$ cat config.mk
export PLATFORM = sky130hd
export DESIGN_NAME = arctan2_scheduler
export DESIGN_NICKNAME = d
export VERILOG_FILES = /design/src/rtl/arctan2_scheduler.sv
export SDC_FILE = /design/constraint.sdc
export NUM_CORES = 1
export LEC_CHECK = 0
export CORE_AREA = 2 2 179 181
export CTS_CLUSTER_DIAMETER = 40
export DETAILED_ROUTE_END_ITERATION = 12
export DIE_AREA = 0 0 181 183
export GPL_ROUTABILITY_DRIVEN = 0
export GPL_TIMING_DRIVEN = 0
export PLACE_DENSITY_LB_ADDON = 0.3
export SLEW_MARGIN = 20
export SYNTH_ARGS = -nofsm -noshare
export SYNTH_HDL_FRONTEND = slang
export SYNTH_SLANG_ARGS = --single-unit
$ cat constraint.sdc
create_clock -name CLK -period 1.9 [get_ports CLK]
set_input_delay 0.38 -clock CLK [delete_from_list [all_inputs] [get_ports CLK]]
set_output_delay 0.38 -clock CLK [all_outputs]
set_load 0.02 [all_outputs]
$ cat src/rtl/arctan2_scheduler.sv
// Round-robin arbiter that time-shares one arctan2 divider/lookup unit among
// NUM_REQ requesters, drives its Start/Done handshake and returns tagged results.
module arctan2_scheduler #(
    parameter int unsigned TAMANYO = 32,
    parameter int unsigned NUM_REQ = 4,
    parameter int unsigned TIMEOUT = 128,
    parameter int unsigned IDW     = $clog2(NUM_REQ)
) (
    input  logic                       CLK,
    input  logic                       RST,
    input  logic [NUM_REQ-1:0]         req_i,
    input  logic [NUM_REQ*TAMANYO-1:0] num_i,
    input  logic [NUM_REQ*TAMANYO-1:0] den_i,
    output logic [NUM_REQ-1:0]         ack_o,
    output logic                       start_o,
    output logic [TAMANYO-1:0]         num_o,
    output logic [TAMANYO-1:0]         den_o,
    input  logic                       done_i,
    input  logic [TAMANYO-1:0]         coc_i,
    input  logic [31:0]                angle_i,
    output logic                       res_valid_o,
    output logic [IDW-1:0]             res_id_o,
    output logic [TAMANYO-1:0]         res_coc_o,
    output logic [31:0]                res_angle_o,
    output logic                       res_err_o,
    output logic                       busy_o
);

    localparam int unsigned CW = $clog2(TIMEOUT);

    typedef enum logic [1:0] {
        S_IDLE,
        S_BUSY,
        S_RELEASE
    } state_t;

    state_t               state_q;
    logic [IDW-1:0]       last_q;
    logic [IDW-1:0]       cur_id_q;
    logic [CW-1:0]        cnt_q;
    logic [NUM_REQ-1:0]   ack_q;
    logic                 start_q;
    logic [TAMANYO-1:0]   num_q;
    logic [TAMANYO-1:0]   den_q;
    logic                 res_valid_q;
    logic [IDW-1:0]       res_id_q;
    logic [TAMANYO-1:0]   res_coc_q;
    logic [31:0]          res_angle_q;
    logic                 res_err_q;

    logic                 grant_vld_d;
    logic [IDW-1:0]       grant_id_d;
    logic [IDW-1:0]       scan_idx;

    // Scan upward from the requester after the last winner, wrapping around.
    always_comb begin
        grant_vld_d = 1'b0;
        grant_id_d  = '0;
        scan_idx    = '0;
        for (int unsigned i = 1; i <= NUM_REQ; i++) begin
            scan_idx = IDW'((32'(last_q) + i) % NUM_REQ);
            if (!grant_vld_d && req_i[scan_idx]) begin
                grant_vld_d = 1'b1;
                grant_id_d  = scan_idx;
            end
        end
    end

    always_ff @(posedge CLK) begin
        if (RST) begin
            state_q     <= S_IDLE;
            last_q      <= IDW'(NUM_REQ - 1);
            cur_id_q    <= '0;
            cnt_q       <= '0;
            ack_q       <= '0;
            start_q     <= 1'b0;
            num_q       <= '0;
            den_q       <= '0;
            res_valid_q <= 1'b0;
            res_id_q    <= '0;
            res_coc_q   <= '0;
            res_angle_q <= '0;
            res_err_q   <= 1'b0;
        end else begin
            ack_q       <= '0;
            res_valid_q <= 1'b0;
            case (state_q)
                S_IDLE: begin
                    if (grant_vld_d) begin
                        num_q              <= num_i[grant_id_d*TAMANYO +: TAMANYO];
                        den_q              <= den_i[grant_id_d*TAMANYO +: TAMANYO];
                        cur_id_q           <= grant_id_d;
                        last_q             <= grant_id_d;
                        ack_q[grant_id_d]  <= 1'b1;
                        cnt_q              <= '0;
                        start_q            <= 1'b1;
                        state_q            <= S_BUSY;
                    end
                end
                S_BUSY: begin
                    cnt_q <= cnt_q + 1'b1;
                    // Done takes priority over a timeout landing on the same edge.
                    if (done_i) begin
                        res_valid_q <= 1'b1;
                        res_id_q    <= cur_id_q;
                        res_coc_q   <= coc_i;
                        res_angle_q <= angle_i;
                        res_err_q   <= 1'b0;
                        start_q     <= 1'b0;
                        state_q     <= S_RELEASE;
                    end else if (cnt_q == CW'(TIMEOUT - 1)) begin
                        res_valid_q <= 1'b1;
                        res_id_q    <= cur_id_q;
                        res_coc_q   <= '0;
                        res_angle_q <= '0;
                        res_err_q   <= 1'b1;
                        start_q     <= 1'b0;
                        state_q     <= S_RELEASE;
                    end
                end
                S_RELEASE: begin
                    state_q <= S_IDLE;
                end
                default: begin
                    start_q <= 1'b0;
                    state_q <= S_IDLE;
                end
            endcase
        end
    end

    assign ack_o       = ack_q;
    assign start_o     = start_q;
    assign num_o       = num_q;
    assign den_o       = den_q;
    assign res_valid_o = res_valid_q;
    assign res_id_o    = res_id_q;
    assign res_coc_o   = res_coc_q;
    assign res_angle_o = res_angle_q;
    assign res_err_o   = res_err_q;
    assign busy_o      = (state_q != S_IDLE);

endmodule
==> results.txt, run 1 <==
Max Fclk: 0.528 GHz
first-pass GRT wire length: 52400 µm
Post-Layout Inst Area: 13200 µm²
Worst Skew: 0.0105 ns
max-slew violation count: 0
Starting Density: 22.7%
Post-synth EDFFs: 0
Seq/Total Area, Yosys: 42.4%
Antenna Cells: 0
number of buffers added on ports: 462
flop and latch count out of synthesis: 150
final setup fails: 0
worst-margin pin slew: 0.832 ns
Gate Count Post-Synth: 790
pin count of the biggest net entering global routing: 17
top cell type's share of synthesized area: 42.4%
Slew HR: 44.5%
Worst setup SP type: input pin
Max Cap Viol: 0
setup_tns: 0 ns
count of cell types in the netlist: 42
CTS tree: yes
final net count: 1605
final hold violations: 0
Root Buffer: clkbuf_16
vias in the first global route: 8550
# DRC: 0
Synth Net Count: 1118
HP Class: reg -> reg
clock sink count: 150
post-layout util: 42.2%
Worst-path clk slew: 0.07 ns
RSZ-0062 raised after global routing: true
maximum fanout along the worst path: 10
most common cell in the netlist: dfxtp_1
Mapped Area: 7090 µm²
Final min period: 1.89 ns
H-tree depth: 4
Post-synth ARST share: 0%
synth cell count leaders: 150 x dfxtp_1, 69 x a21oi_1, 66 x o21bai_1
Mean Syn Cell Area: 8.97 µm²
status: finished clean
io pins: 465
layout cells sized above 1: 10.3%
sequential cell area: 3010 µm²
synth top area cells: dfxtp_1 42%, a22o_1 7.9%, a32oi_1 7.9%
area added between synthesis and finish: 86.1%
period utilization: 99.7%
PwrDens: 824 nW/µm²
worst vdd ir: 0.577 mV
Critical Path End Type: register
Worst Hold Margin: 0.458 ns
synth warn: 0
routed len/inst: 21.6 µm
via count: 8550
CTS buffer count: 17
core area: 31200 µm²
fill cell count: 3127
Cell Area, Placed: 12200 µm²
GRT overflow: 0
DIE AREA: 33100 µm²
vias per cell: 5.05
Final ANT Viol Nets: 0
Synth Flop Type: dfxtp_1
Detailed Routing Iterations Pass 1: 5
drt total wl: 36600 µm
P_leak: 4.84 nW
Worst-Skew Late Latency: 0.43 ns
Site Rows: 65
Clock Path Buffers: 2
post-DP HPWL: 28100 µm
CP Data Arrival Time: 2.19 ns
post-synth top area cell: dfxtp_1
chip width: 181 µm
GRT Overall Usage: 21.1%
WS Path Type: in -> reg
drt initial violations: 435
multi-input logic area: 3760 µm²
Die Y: 183 µm
CP required: 2.20 ns
initial antenna violation count: 1
==> cell usage in the layout (no fill, tap or decap), types with 2 or more instances in the layout <==
cell type          n
a32oi_1           52
a311oi_1           4
nor3_1             6
nand4b_1           2
nor2_4             2
nor2_1            16
dfxtp_2            3
o21a_1             3
o21ai_0           59
buf_2             10
clkinv_4           2
clkbuf_16         17
nand2_1           11
nand3_1            3
dfxtp_1          147
a21oi_1           68
inv_6              2
and2_1            65
nand4_1            2
buf_6             16
o21ai_1           10
clkbuf_4           7
inv_8              2
inv_1              6
clkdlybuf4s50_1  458
nor2b_1            3
a31oi_1           65
clkbuf_1          22
a22o_1            64
buf_4             14
a32oi_2           12
bufinv_16          5
dlygate4sd2_1      4
nand2b_1           7
a211oi_1           2
o21bai_1          64
clkbuf_2          29
==> report_power, final <==
part / leakage [nW] / internal (mW) / switching, mW / total (mW)
registers: 1.23 / 3.44 / 0.175 / 3.62
logic: 3.29 / 1.67 / 1.68 / 3.35
clock network: 0.316 / 2.36 / 1.53 / 3.90
total: 4.84 / 7.48 / 3.39 / 10.9
==> stage by stage <==
stage                     std cells  setup WS, ns  power, mW
after floorplan                 790         0.152       5.11
after global placement         1654        -0.868       6.89
after detailed placement       1654        -0.883       6.90
after CTS                      1690      0.000944       10.9
after global routing           1692       -0.0277       11.3
final                          1692       0.00654       10.9
==> cells by family (layout without fill, tap and decap cells) <==
| kind of cell | after synthesis | after routing | share of synthesized area [%] |
|---|---|---|---|
| compound gates | 417 | 417 | 40.9 |
| simple gates | 125 | 125 | 9.94 |
| flops | 150 | 150 | 42.4 |
| fa+ha+maj | 1 | 1 | 0.176 |
| buf+inv | 97 | 597 | 6.62 |
==> sequential cells by signal, indices dropped and copies added, names as in the netlist <==
register and count:
den_o 32, num_o 32, res_angle_o 32, res_coc_o 32
cnt_q 7, ack_o 4, cur_id_q 2, last_q 2
res_id_o 2, state_q 2, res_err_o 1, res_valid_o 1
start_o 1
==> final cells by class <==
class / count / share of cell area (%)
Buffer: 90 / 4.27
Clock buffer: 19 / 3.28
Clock inverter: 13 / 1.67
Inverter: 6 / 0.171
Multi-Input combinational cell: 543 / 28.5
Sequential cell: 150 / 22.8
Tap cell: 402 / 3.81
Timing Repair Buffer: 469 / 35.5
==> final timing paths <==
path | start | end | slack, ns | cells after the start
worst min register to register | cur_id_q[1] | cur_id_q[1] | 0.46 | 2
worst max-delay path | req_i[0] | num_o[15] | 0.007 | 8
worst max register to register | last_q[1] | num_o[14] | 0.02 | 6
worst min-delay path | cur_id_q[1] | cur_id_q[1] | 0.46 | 2
==> layer usage <==
metal,GRT usage (%),vias to the layer above,routed length (µm)
met1,24.4,4060,14600
li1,-,4013,-
met5,0,-,13
met2,37.8,424,18200
met3,6.20,51,2980
met4,6.15,2,810
==> worst max-delay path: stages <==
cell and delay, ns:
clkdlybuf4s50_1 0.51, buf_6 0.16, nor3_2 0.06, a311o_1 0.36, buf_6 0.18, clkbuf_4 0.20
a32oi_1 0.19, a31oi_1 0.13
==> timing repair <==
item                       4_1_cts  5_1_grt
resized for setup               61       48
setup endpoints to repair      149      118
setup buffers                    4        3
hold buffers                     0        0
pin swaps                        3        7
Note: power is estimated with default switching activity, not from simulation.
==> inputs of run 2 (changes only) <==
--- a/config.mk
+++ b/config.mk
@@ -11,7 +11,6 @@
 export DIE_AREA = 0 0 181 183
 export GPL_ROUTABILITY_DRIVEN = 0
 export GPL_TIMING_DRIVEN = 0
-export PLACE_DENSITY_LB_ADDON = 0.3
 export SLEW_MARGIN = 20
 export SYNTH_ARGS = -nofsm -noshare
 export SYNTH_HDL_FRONTEND = slang
==> results.txt, run 2 (synthesized netlist as in run 1, its figures left out) <==
chip width: 181 µm
CTS buffer count: 17
HP Class: in -> reg
Worst Skew: 0.00712 ns
GRT Overall Usage: 21.9%
worst-margin pin slew: 0.884 ns
CP required: 2.22 ns
hold-fix buffer count after cts: 0
layout cells sized above 1: 9.98%
fill cell count: 3108
clock sink count: 150
H-tree depth: 4
period utilization: 98.3%
Starting Density: 22.7%
final hold violations: 0
routed len/inst: 22.1 µm
Slew HR: 41.0%
Worst Hold Margin: 0.423 ns
area added between synthesis and finish: 86.1%
P_leak: 4.84 nW
core area: 31200 µm²
first-pass GRT wire length: 53600 µm
final net count: 1608
Crit-path slowest cell: clkdlybuf4s50_1
Clock Path Buffers: 2
initial antenna violation count: 1
CP Data Arrival Time: 2.19 ns
io pins: 465
final setup fails: 0
drt initial violations: 404
GRT overflow: 0
Die Y: 183 µm
post-DP HPWL: 28800 µm
Worst-path clk slew: 0.07 ns
most frequent cells in the layout: 458 x clkdlybuf4s50_1, 149 x dfxtp_1, 68 x a21oi_1
DIE AREA: 33100 µm²
pin count of the biggest net entering global routing: 20
WS Path Type: in -> reg
via count: 8567
Worst setup SP type: input pin
Final min period: 1.87 ns
worst vdd ir: 0.643 mV
max-slew violation count: 0
vias per cell: 5.05
most common cell after layout, fill and taps aside: clkdlybuf4s50_1
Site Rows: 65
Root Buffer: clkbuf_16
drt total wl: 37500 µm
number of buffers added on ports: 462
Max stage delay on crit path: 0.52 ns
maximum fanout along the worst path: 10
# DRC: 0
Max Cap Viol: 0
CTS tree: yes
Critical Path End Type: register
Worst-Skew Late Latency: 0.44 ns
PwrDens: 812 nW/µm²
Final ANT Viol Nets: 0
status: finished clean
Detailed Routing Iterations Pass 1: 5
vias in the first global route: 8593
Max Fclk: 0.535 GHz
Critical Path, Cell by Cell: clkdlybuf4s50_1 -> nor2b_1 -> o311ai_4 -> buf_6 -> clkbuf_4 -> a32oi_4 -> a31oi_1
setup_tns: 0 ns
[run 2: through the flow]
step | util (%) | instance area, µm² | instances | power [mW] | setup slack [ns]
2_1_floorplan | - | 7090 | 790 | 5.11 | 0.152
3_5_place_dp | 39.1 | 12200 | 1654 | 6.92 | -0.903
5_1_grt | 42.3 | 13200 | 1696 | 11.2 | -0.0174
3_3_place_gp | 39.1 | 12200 | 1654 | 6.91 | -0.880
6_report | 42.3 | 13200 | 1696 | 10.7 | 0.0322
4_1_cts | 41.9 | 13100 | 1691 | 10.8 | 0.000135
[run 2: per-layer routing]
layer	vias to the layer above	global-route usage [%]	part of all wire [%]
met4	0	9.43	3.7
li1	4026	-	-
met5	-	0	0
met1	4058	24.1	38
met3	63	6.04	7.6
met2	420	39.4	50
[run 2: layout make-up]
cell class / count / area, µm² / area share (%)
timing repair buffer: 473 / 4730 / 35.8
multi-input combinational: 543 / 3770 / 28.5
sequential: 150 / 3000 / 22.8
buffer: 89 / 541 / 4.10
tap: 402 / 503 / 3.81
clock buffer: 18 / 439 / 3.33
clock inverter: 14 / 188 / 1.42
inverter: 6 / 22.5 / 0.171
antenna: 1 / 2.50 / 0.0190
[run 2: power by group]
part | leakage [nW] | switching [mW] | total, mW | internal (mW)
clock network | 0.310 | 1.57 | 3.71 | 2.15
registers | 1.23 | 0.163 | 3.61 | 3.44
logic | 3.30 | 1.71 | 3.39 | 1.68
total | 4.84 | 3.44 | 10.7 | 7.27
[run 2: path summary, 6_finish.rpt]
check	start	end	slack (ns)	cells after the start
setup / recovery	req_i[1]	num_o[15]	0.03	7
setup reg to reg	cnt_q[0]	res_coc_o[19]	0.09	6
hold reg to reg	cur_id_q[1]	cur_id_q[1]	0.46	2
hold / removal	req_i[3]	last_q[0]	0.42	4
[run 2: what timing repair did]
item	in CTS	in global routing
endpoints found under the setup margin	149	128
pin swaps	2	4
buffers inserted	7	4
gates resized for setup	62	36
[run 2: worst max-delay path: cells and delay by family]
kind | cells | cell delay [ns]
buffers and inverters | 3 | 0.91
AOI/OAI and AO/OA | 3 | 0.54
and+or+nand+nor | 1 | 0.34
==> inputs of run 3 (changes only) <==
==> constraint.sdc (replaced) <==
create_clock -name CLK -period 1.54 [get_ports CLK]
set_input_delay 0.308 -clock CLK [delete_from_list [all_inputs] [get_ports CLK]]
set_output_delay 0.308 -clock CLK [all_outputs]
set_load 0.02 [all_outputs]
==> results.txt, run 3 (synthesized netlist as in run 1, its figures left out) <==
status: finished, violations left
failing checks: setup timing
CTS tree: yes
area added between synthesis and finish: 105%
Max stage delay on crit path: 0.41 ns
Critical Path, Cell by Cell: buf_6 -> buf_8 -> a311o_2 -> buf_12 -> clkbuf_16 -> a32oi_2 -> a31oi_1
Starting Density: 22.7%
number of buffers added on ports: 462
io pins: 465
worst r2r src: last_q[1]
pre-CTS setup slack: -1.10 ns
FF-to-FF End: den_o[16]
RSZ-0062 raised after global routing: true
Crit path buffers/inverters: 4
Crit-path slowest cell: a311o_2
core area: 31200 µm²
Final ANT Viol Nets: 0
Slew HR: 52.7%
CP Depth: 7
HP Class: in -> reg
Worst-path clk slew: 0.07 ns
Die Y: 183 µm
Final min period: 1.72 ns
Detailed Routing Iterations Pass 1: 5
Worst Min Path Start: req_i[3]
drt total wl: 39300 µm
P_leak: 5.93 nW
post-layout util: 46.6%
final net count: 1665
Worst-Skew Late Latency: 0.45 ns
DIE AREA: 33100 µm²
Critical Path End Type: register
Clock Path Buffers: 2
R2R setup slack: -0.18 ns
CP required: 1.87 ns
chip width: 181 µm
Worst Skew: 0.00866 ns
maximum fanout along the worst path: 7
post-DP HPWL: 28100 µm
PwrDens: 955 nW/µm²
worst-margin pin slew: 0.710 ns
final setup fails: 132
CTS buffer count: 17
post-placement cell count: 1654
Setup crit start: last_q[1]
initial antenna violation count: 6
Post-Layout Inst Area: 14500 µm²
first-pass GRT wire length: 57000 µm
Cell Area, Placed: 12400 µm²
GRT overflow: 0
CP Data Arrival Time: 2.05 ns
Worst setup SP type: register
drt initial violations: 475
Finished Layout Cells: 1754
via count: 8927
routed len/inst: 22.4 µm
layout cells sized above 1: 20.1%
Root Buffer: clkbuf_16
vias per cell: 5.09
CP endpoint: den_o[16]
WS Path Type: reg -> reg
clock sink count: 150
max-slew violation count: 0
Site Rows: 65
Max Cap Viol: 0
final hold violations: 0
most frequent cells in the layout: 321 x clkdlybuf4s50_1, 144 x dfxtp_1, 129 x dlygate4sd2_1, 65 x a31oi_1
Final Power: 13.9 mW
R2R depth: 7
period utilization: 112%
vias in the first global route: 9170
# DRC: 0
cell family contributing the most delay on the critical path: compound AO/OA/AOI/OAI gates
pin count of the biggest net entering global routing: 17
H-tree depth: 4
Max Fclk: 0.582 GHz
most common cell after layout, fill and taps aside: clkdlybuf4s50_1
Worst Slack Setup Final: -0.177 ns
worst vdd ir: 0.862 mV
GRT Overall Usage: 23.0%
run 3: area by class of cell:
cell class / count / area [µm²]
diodes: 2 / 5.00
plain buffers: 90 / 876
clock buffers: 19 / 443
clock inverters: 13 / 163
fillers: 2977 / 16700
inverters: 6 / 22.5
multi-input cells: 545 / 4220
flip-flops and latches: 150 / 3020
well taps: 402 / 503
repair buffers: 527 / 5290
run 3: through the flow:
stage / TNS, ns / hold slack [ns]
floorplan: -3.65 / 0.405
global placement: -112.07 / 0.449
detailed placement: -114.33 / 0.456
CTS: -16.42 / 0.302
global route: -21.00 / 0.322
finish: -13.29 / 0.334
run 3: timing repair:
| item | CTS | global route |
|---|---|---|
| gates resized for setup | 346 | 88 |
| buffers inserted | 41 | 8 |
| cloned | 22 | 2 |
| hold buffers | 0 | 0 |
| hold endpoints to repair | 0 | 0 |
| endpoints found under the setup margin | 287 | 155 |
| pin swaps | 103 | 101 |
run 3: worst min path at each step:
| stage | endpoint | cells past startpoint | slack, ns |
|---|---|---|---|
| 2_1_floorplan | res_err_o | 1 | 0.40 |
| 3_5_place_dp | cur_id_q[1] | 2 | 0.46 |
| 3_3_place_gp | cur_id_q[1] | 2 | 0.45 |
| 6_report | last_q[0] | 4 | 0.33 |
| 5_1_grt | last_q[0] | 4 | 0.32 |
| 4_1_cts | last_q[0] | 4 | 0.30 |
run 3: tightest hold or removal path, cell delays in order:
cell and delay [ns]:
buf_8 0.10, a211o_1 0.15, a221oi_2 0.08, o21bai_1 0.11
run 3: power by group:
group          internal (mW)  switching, mW
Sequential              4.25          0.204
Clock                   2.49           1.99
Combinational           2.56           2.40
run 3: routing by layer:
layer | GRT usage (%) | routed length [µm] | vias up | part of all wire [%]
met5 | 0 | 26 | - | 0.066
met4 | 7.22 | 826 | 4 | 2.1
met3 | 7.09 | 3170 | 53 | 8.1
met2 | 43.4 | 20800 | 417 | 53
met1 | 24.4 | 14400 | 4299 | 37
li1 | - | - | 4154 | -
